===== src/rtl/sha_blk_ctrl.sv =====
// Purpose: block sequencer for the SHA-2 core. It latches the mode per message, issues start/blk_load, runs the round counter and holds digest_valid.
// Latency: accept edge T0 -> LOAD at T0+1 -> ROUND with cnt 0..N-1 -> WAIT/OUT at T0+N+2 (N = 64 or 80).
// Backpressure: blk_ready is high only in IDLE and WAIT. digest_valid is held until digest_ack, and blk_ready stays low meanwhile.
module sha_blk_ctrl (
    input  logic       clk,
    input  logic       rst,
    input  logic       blk_valid,
    input  logic       blk_first,
    input  logic       blk_last,
    input  logic [1:0] blk_hash_size,
    output logic       blk_ready,
    output logic       start,
    output logic       blk_load,
    output logic       round_en,
    output logic [6:0] cnt,
    output logic [1:0] hash_size,
    output logic       digest_valid,
    input  logic       digest_ack,
    output logic       busy,
    output logic       err
);

    typedef enum logic [2:0] {
        S_IDLE  = 3'd0,
        S_LOAD  = 3'd1,
        S_ROUND = 3'd2,
        S_WAIT  = 3'd3,
        S_OUT   = 3'd4
    } state_t;

    state_t     state_q, state_d;
    logic [6:0] cnt_q, cnt_d;
    logic [1:0] hs_q, hs_d;
    logic       in_msg_q, in_msg_d;
    logic       last_q, last_d;
    logic       first_q, first_d;
    logic       err_q, err_d;

    logic       accept;
    logic       size_ok;
    logic [6:0] cnt_final;

    // Handshake. The controller takes blocks only between rounds.
    // blk_ready is also held low while reset is asserted.
    assign blk_ready = rst & ((state_q == S_IDLE) | (state_q == S_WAIT));
    assign accept    = blk_valid & blk_ready;
    assign size_ok   = (blk_hash_size != 2'b00);

    // hash_size[1] selects the 64-bit variants, which use 80 rounds.
    assign cnt_final = hs_q[1] ? 7'd79 : 7'd63;

    assign cnt          = cnt_q;
    assign hash_size    = hs_q;
    assign err          = err_q;
    assign start        = (state_q == S_LOAD) & first_q;
    assign blk_load     = (state_q == S_LOAD);
    assign round_en     = (state_q == S_ROUND);
    assign digest_valid = (state_q == S_OUT);
    assign busy         = (state_q != S_IDLE) | in_msg_q;

    // Next-state logic and next values of the latched control fields.
    // cnt defaults to 0 so that it can only be non-zero while in ROUND.
    always_comb begin
        state_d  = state_q;
        cnt_d    = 7'd0;
        hs_d     = hs_q;
        in_msg_d = in_msg_q;
        last_d   = last_q;
        first_d  = first_q;
        err_d    = 1'b0;

        case (state_q)
            S_IDLE: begin
                if (accept) begin
                    if (blk_first && size_ok) begin
                        hs_d     = blk_hash_size;
                        in_msg_d = 1'b1;
                        last_d   = blk_last;
                        first_d  = 1'b1;
                        state_d  = S_LOAD;
                    end else begin
                        // Orphan continuation block or illegal mode: drop the block.
                        err_d = 1'b1;
                    end
                end
            end

            S_WAIT: begin
                if (accept) begin
                    if (!blk_first) begin
                        // Continuation block: keep the mode latched at message start.
                        last_d  = blk_last;
                        first_d = 1'b0;
                        state_d = S_LOAD;
                    end else begin
                        // A new first block abandons the current message and is
                        // then handled exactly as a first block arriving in IDLE.
                        err_d = 1'b1;
                        if (size_ok) begin
                            hs_d     = blk_hash_size;
                            in_msg_d = 1'b1;
                            last_d   = blk_last;
                            first_d  = 1'b1;
                            state_d  = S_LOAD;
                        end else begin
                            in_msg_d = 1'b0;
                            state_d  = S_IDLE;
                        end
                    end
                end
            end

            S_LOAD: begin
                cnt_d   = 7'd0;
                state_d = S_ROUND;
            end

            S_ROUND: begin
                if (cnt_q == cnt_final) begin
                    cnt_d = 7'd0;
                    if (last_q) begin
                        in_msg_d = 1'b0;
                        state_d  = S_OUT;
                    end else begin
                        state_d = S_WAIT;
                    end
                end else begin
                    cnt_d = cnt_q + 7'd1;
                end
            end

            S_OUT: begin
                if (digest_ack) begin
                    state_d = S_IDLE;
                end
            end

            default: begin
                state_d = S_IDLE;
            end
        endcase
    end

    // State and control registers. The synchronous reset abandons any message silently.
    always_ff @(posedge clk) begin
        if (!rst) begin
            state_q  <= S_IDLE;
            cnt_q    <= 7'd0;
            hs_q     <= 2'b01;
            in_msg_q <= 1'b0;
            last_q   <= 1'b0;
            first_q  <= 1'b0;
            err_q    <= 1'b0;
        end else begin
            state_q  <= state_d;
            cnt_q    <= cnt_d;
            hs_q     <= hs_d;
            in_msg_q <= in_msg_d;
            last_q   <= last_d;
            first_q  <= first_d;
            err_q    <= err_d;
        end
    end

endmodule


===== config.mk =====
export PLATFORM = sky130hd
export DESIGN_NAME = sha_blk_ctrl
export DESIGN_NICKNAME = d
export VERILOG_FILES = /design/src/rtl/sha_blk_ctrl.sv
export SDC_FILE = /design/constraint.sdc
export NUM_CORES = 1
export LEC_CHECK = 0
export ABC_AREA = 0
export CAP_MARGIN = 20
export CORE_AREA = 10 10 54 56
export DETAILED_ROUTE_END_ITERATION = 12
export DIE_AREA = 0 0 64 66
export PLACE_DENSITY_LB_ADDON = 0.12
export RECOVER_POWER = 25
export SETUP_SLACK_MARGIN = 0.5
export SYNTH_ARGS = -nofsm -noshare
export SYNTH_HDL_FRONTEND = slang
export SYNTH_SLANG_ARGS = --single-unit
export TNS_END_PERCENT = 50

===== constraint.sdc =====
create_clock -name clk -period 2.1 [get_ports clk]
set_clock_uncertainty 0.15 [all_clocks]
set_input_delay 0.21 -clock clk [delete_from_list [all_inputs] [get_ports clk]]
set_output_delay 0.21 -clock clk [all_outputs]
set_load 0.01 [all_outputs]

==> run summary, run 1 <==
1st-iter DRT viols - 14
Vias - 784
Sw Share - 0.276
cell area after synthesis - 807 um^2
FF-to-FF End - state_q[2]$_SDFFE_PN0P_
R2R depth - 6
Clock power frac - 0.284
number of max-cap violations - 0
setup TNS - 0 ps
synth warn - 0
die area - 0.00422 mm^2
Detail Placement HPWL - 1.54 mm
Peak VDD IR - 0.420 mV
CTS tree - yes
CP Capture Point - state_q[2]$_SDFFE_PN0P_
core area - 0.00190 mm^2
WL met2 - 936 um
RSZ-0062 raised after global routing - yes
initial antenna violation count - 0
Cell Pwr Density - 591 mW/mm^2
Yosys top cell by area - dfxtp_1
synth unique cells - 36
Post-Route WL - 2.12 mm
period utilization - 0.803
reg2reg setup slack - 410 ps
P&R area growth vs syn - 55.7%
Worst Path Required - 2160 ps
min-delay worst type - in -> reg
largest net degree at the start of global routing - 10
hold path cells - 3
most frequent cells in the layout - 11 x nor2_1, 11 x nand2_1, 11 x clkdlybuf4s50_1
Port-buffer cells - 23
clock-pin slew on the worst setup and hold paths - 100 ps
critical path startpoint category - register
Ant. Diodes - 0
Yosys top cell area share - 0.397
highest layer used for signal routing - met4
r2r startpoint - state_q[0]$_SDFFE_PN0P_
vias in the first global route - 764
Least-Margin Pin Slew - 399 ps
Total GRT Usage - 0.102
final hold viol count - 0
ranking of synthesized cells by area - dfxtp_1 40%, mux2i_1 6.2%, nand2_1 5.1%, nor2_1 5.1%, xnor2_1 4.3%
final setup fails - 0
WL met3 - 155 um
DRT met1 WL - 999 um
Num CTS Buffers - 3
final worst path period need - 1690 ps
Die W - 64 um
Initial DRT Pass Iterations - 4
fmax - 593 MHz
Leakage Power - 0.508 nW
Syn Inst Count - 94
kind of end point of the critical path - register
net count after synthesis - 103
DIE HEIGHT - 66 um
Psw - 205 uW
Final ANT Viol Nets - 0
CTS Hold Bufs - 0
post-route insts no fill - 158
drc violations - 0
share of layout cells above drive strength 1 - 0.305
RePlAce Congestion - 0.839
# clock sinks - 16
sequential share of power - 0.443
outcome - completed
arrival time at the worst endpoint - 1750 ps
Initial Util - 0.424
Seq/Total Area, Yosys - 0.397
Max-slew headroom - 0.731
Clock Path Buffers - 2
Site Rows - 16
worst-path fanout max - 5
Syn Area/Cell - 8.59 um^2
Synth Register Bits - 16
clk root buf - clkbuf_4
WL/cell - 13.4 um
Logic pwr share - 0.273
post-DR vias/cell - 4.96
Congestion Overflow GR - 0
Critical Path Start - state_q[0]$_SDFFE_PN0P_
H-tree depth - 1
fin. max-slew vios - 0
Post-Place Cells - 145
Worst-Skew Late Latency - 290 ps
Power Internal - 537 uW
critical path type - reg -> reg
first-pass GRT wire length - 3.54 mm
IO Pins - 24
Final nets - 141
cell families (layout without fill, tap and decap cells):
kind of cell               Yosys count  after routing  share of synthesized area
and+or+nand+nor                     42             42                      0.279
AOI/OAI and AO/OA                   16             16                      0.133
DFF                                 16             16                      0.397
buffers and inverters                7             44                     0.0341
xor gates and xnor gates             6              6                     0.0651
muxes                                6              6                     0.0760
adders and majority gates            1              1                     0.0155
flip-flops by register name, indices dropped and copies added, names as in the netlist:
register,count
cnt,7
err,1
first_q,1
hash_size,2
in_msg_q,1
last_q,1
state_q,3
metrics by stage:
| stage | hold WS (ps) | instance area (um^2) | total power [mW] | setup WS [ps] | utilization |
|---|---|---|---|---|---|
| after CTS | 308 | 1220 | 0.734 | 388 | 0.641 |
| final | 138 | 1260 | 0.742 | 413 | 0.661 |
| after global routing | 144 | 1260 | 0.776 | 353 | 0.661 |
| after detailed placement | 313 | 1090 | 0.499 | 153 | 0.572 |
| after global placement | 297 | 1090 | 0.498 | 176 | 0.572 |
| after floorplan | 188 | 807 | 0.422 | 532 | - |
power by group through the flow:
stage,sequential (mW),combinational [mW],clock [mW]
floorplan,0.332,0.0893,0
global placement,0.334,0.163,0
detailed placement,0.334,0.165,0
CTS,0.328,0.193,0.213
global route,0.330,0.221,0.225
finish,0.328,0.203,0.211
critical path, stage by stage (launching register included):
cell	delay (ps)
dfxtp_4	380
buf_6	120
xnor2_2	120
buf_4	140
a221o_1	280
a21o_1	200
o31ai_2	210
worst min-delay path by stage:
stage,from,end,slack [ps]
2_1_floorplan,blk_hash_size[0],hash_size[0]$_SDFFE_PN1P_,190
3_3_place_gp,cnt[0]$_SDFF_PP0_,cnt[0]$_SDFF_PP0_,300
3_5_place_dp,cnt[0]$_SDFF_PP0_,cnt[0]$_SDFF_PP0_,310
4_1_cts,blk_last,last_q$_SDFFE_PN0P_,310
5_1_grt,rst,state_q[2]$_SDFFE_PN0P_,140
6_report,rst,state_q[2]$_SDFFE_PN0P_,140
what timing repair did:
action	in CTS	in global routing
hold endpoints to repair	0	0
resized for setup	39	13
setup endpoints to repair	20	27
buffers inserted	6	3
pin swaps	6	3
metal layers:
layer / vias up / global-route usage
li1: 402 / -
met1: 354 / 0.132
met2: 24 / 0.147
met3: 4 / 0.0373
met4: 0 / 0.0492
met5: - / 0
layout make-up:
cell class,instances,area (um^2)
flip-flops and latches,16,333
well taps,27,33.8
multi-input cells,71,500
clock buffers,4,36.3
inverters,4,17.5
repair buffers,36,335
fillers,159,646
cell usage after synthesis, drive strengths merged:
| cell | n |
|---|---|
| or3 | 1 |
| nor3 | 3 |
| a21oi | 5 |
| inv | 4 |
| ha | 1 |
| clkbuf | 2 |
| and4bb | 1 |
| and3 | 2 |
| o31ai | 1 |
| xnor2 | 4 |
| and2 | 1 |
| nor4bb | 2 |
| mux2 | 1 |
| xor2 | 2 |
| mux2i | 5 |
| a21o | 1 |
| a41oi | 1 |
| nor3b | 1 |
| a31o | 1 |
| nand2 | 11 |
| nand3 | 4 |
| o21ai | 4 |
| nor2b | 1 |
| o21bai | 1 |
| or3b | 1 |
| o211ai | 1 |
| nand3b | 1 |
| a221o | 1 |
| nor4b | 1 |
| buf | 1 |
| nor2 | 11 |
| nand2b | 1 |
| dfxtp | 16 |
(Power assumes the default switching activity.)
==> run 2, diff against run 1 <==
--- a/config.mk
+++ b/config.mk
@@ -7,9 +7,9 @@
 export LEC_CHECK = 0
 export ABC_AREA = 0
 export CAP_MARGIN = 20
-export CORE_AREA = 10 10 54 56
+export CORE_AREA = 10 10 56 58
 export DETAILED_ROUTE_END_ITERATION = 12
-export DIE_AREA = 0 0 64 66
+export DIE_AREA = 0 0 66 68
 export PLACE_DENSITY_LB_ADDON = 0.12
 export RECOVER_POWER = 25
 export SETUP_SLACK_MARGIN = 0.5
==> constraint.sdc (replaced) <==
create_clock -name clk -period 1.5 [get_ports clk]
set_clock_uncertainty 0.15 [all_clocks]
set_input_delay 0.15 -clock clk [delete_from_list [all_inputs] [get_ports clk]]
set_output_delay 0.15 -clock clk [all_outputs]
set_load 0.01 [all_outputs]
==> run 2 against run 1 <==
Effect of this change:
- the flow now finishes with violations (setup timing)
- largest power group unchanged
- cell count up 8.2%
- die area grew 6.3%
- register-to-register slack worse by 530 ps
- design area rose by 19%
- sequential power is 38% higher
- non-clock buffer count increased by 12
- critical path type unchanged
- sequential share of layout area shrank 2.5 points
- first-iteration DRC count increased by 29%
- setup slack worse by 530 ps
==> run summary, run 2 (synthesis results as in run 1) <==
DIE HEIGHT - 68 um (+3.0%)
die area - 0.00449 mm^2 (+6.3%)
Sw Share - 0.280 (+0.00380)
Final ANT Viol Nets - 0 (unchanged)
Power Internal - 750 uW (+40%)
Num CTS Buffers - 3 (unchanged)
Worst-Skew Late Latency - 280 ps (about the same)
Port-buffer cells - 23 (unchanged)
Tot Pwr - 1.04 mW (+40%)
Worst Path Required - 1550 ps (-610 ps)
IO Pins - 24 (unchanged)
sequential share of power - 0.434 (-0.009)
largest net degree at the start of global routing - 12 (+2)
most frequent cells in the layout - 20 x buf_6, 14 x buf_4, 11 x nand2_1
final worst path period need - 1620 ps (-65.3 ps)
commonest non-fill, non-tap cell in the layout - buf_6
slowest stage delay, CP - 380 ps (about the same)
critical path startpoint category - register
Site Rows - 17 (+1)
CP cell instances - xnor2_2, buf_4, a221o_1, a21o_4, o31ai_2
final hold viol count - 0 (unchanged)
M2 GR Usage - 0.205 (+0.0585)
P&R area growth vs syn - 84.5%
Congestion Overflow GR - 0 (unchanged)
CTS tree - yes
GR Util met1 - 0.120 (-0.0112)
fin. max-slew vios - 0 (unchanged)
final setup fails - 11 (+11)
Peak VDD IR - 0.521 mV (+24%)
Post-Route WL - 2.54 mm (+20%)
Clock Path Buffers - 2 (unchanged)
drc violations - 0 (unchanged)
setup TNS - -477 ps (-477 ps)
share of layout cells above drive strength 1 - 0.566 (+0.261)
Detail Placement HPWL - 1.77 mm (+15%)
Initial DRT Pass Iterations - 4 (unchanged)
H-tree depth - 1 (unchanged)
final worst setup slack - -122 ps (-535 ps)
RePlAce Congestion - 0.819 (-2.5%)
fmax - 617 MHz (+4.0%)
Clock power frac - 0.267 (-0.017)
Critical Path Slowest Stage Cell - dfxtp_4
Final nets - 153 (+8.5%)
core area - 0.00211 mm^2 (+11%)
Initial Util - 0.383 (-0.0411)
number of max-cap violations - 0 (unchanged)
Total GRT Usage - 0.116 (+0.0133)
Logic pwr share - 0.299 (+0.026)
period utilization - 1.08 (+0.278)
critical path type - reg -> reg
Hold WS - 275 ps (+137 ps)
max reg flops - 7 (unchanged)
Ant. Diodes - 0 (unchanged)
RSZ-0062 raised after global routing - yes
1st-iter DRT viols - 18 (+4)
violated checks - setup timing
min-delay worst type - in -> reg
Vias - 864 (+10%)
initial antenna violation count - 0 (unchanged)
Leakage Power - 0.594 nW (+17%)
first-pass GRT wire length - 4.07 mm (+15%)
Top Usage Layer GRT - met2
GRT met3 Usage - 0.0457 (+0.00839)
worst-path fanout max - 5 (unchanged)
vias in the first global route - 889 (+16%)
# clock sinks - 16 (unchanged)
Cell Pwr Density - 699 mW/mm^2 (+18%)
Max-slew headroom - 0.814 (+0.0830)
Least-Margin Pin Slew - 278 ps (-120 ps)
kind of end point of the critical path - register
Die W - 66 um (+3.1%)
clk root buf - clkbuf_4
clock-pin slew on the worst setup and hold paths - 90 ps (about the same)
Psw - 292 uW (+42%)
WL/cell - 14.8 um (+11%)
post-DR vias/cell - 5.05 (+1.8%)
arrival time at the worst endpoint - 1670 ps (-80 ps)
outcome - finished, violations left
==> run 2: changes by cell type in the layout (fill, tap and decap cells not counted), sizes merged <==
cell and delta:
dlymetal6s2s -1, clkdlybuf4s25 -4, clkdlybuf4s50 -4, clkdlybuf4s15 +1, buf +21, dlygate4sd3 -1
==> run 2: worst max-delay path: cells and delay by family, from the launching register on <==
| kind | cells | cell delay, ps |
|---|---|---|
| compound gates | 3 | 740 |
| xor+xnor | 1 | 140 |
| buf+inv | 1 | 140 |
| flops | 1 | 380 |
==> run 2: metrics by stage <==
| step | cell area (um^2) | utilization | setup slack, ps | instances |
|---|---|---|---|---|
| after global routing | 1490 | 0.707 | -166 | 171 |
| final | 1490 | 0.707 | -122 | 171 |
| after CTS | 1430 | 0.681 | -124 | 170 |
| after detailed placement | 1250 | 0.595 | -301 | 157 |
| after floorplan | 895 | - | 88.1 | 94 |
| after global placement | 1250 | 0.595 | -282 | 157 |
==> run 2: final cells by class <==
cell class                      count  area, um^2
Tap cell                           28        35.0
Fill cell                         161         617
Clock buffer                        4        36.3
Timing Repair Buffer               48         440
Inverter                            4        17.5
Sequential cell                    16         357
Multi-Input combinational cell     71         603
==> run 2: per-layer routing <==
layer / vias up / routed length, um / share of wire
met3: 6 / 182 / 0.072
met1: 411 / 942 / 0.37
li1: 429 / - / -
met5: - / 0 / 0
met2: 18 / 1370 / 0.54
met4: 0 / 36 / 0.014
==> run 2: worst paths after layout <==
| check | cells past startpoint | end | start | slack (ps) |
|---|---|---|---|---|
| max | 5 | state_q[2]$_SDFFE_PN0P_ | state_q[1]$_SDFFE_PN0P_ | -120 |
| min | 3 | last_q$_SDFFE_PN0P_ | blk_last | 270 |
| max reg2reg | 5 | state_q[2]$_SDFFE_PN0P_ | state_q[1]$_SDFFE_PN0P_ | -120 |
| min reg2reg | 1 | cnt[0]$_SDFF_PP0_ | cnt[0]$_SDFF_PP0_ | 310 |
==> run 2: what timing repair did <==
action	in CTS	in global routing
buffers inserted	9	1
pin swaps	9	10
setup endpoints to repair	32	32
gates resized for setup	97	11
hold buffers	0	0
==> run 2: power groups by stage <==
stage          logic [mW]  registers, mW  clock network, mW
6_report            0.312          0.452              0.278
5_1_grt             0.339          0.454              0.309
4_1_cts             0.290          0.451              0.292
3_5_place_dp        0.258          0.467                  0
3_3_place_gp        0.257          0.467                  0
2_1_floorplan       0.133          0.462                  0
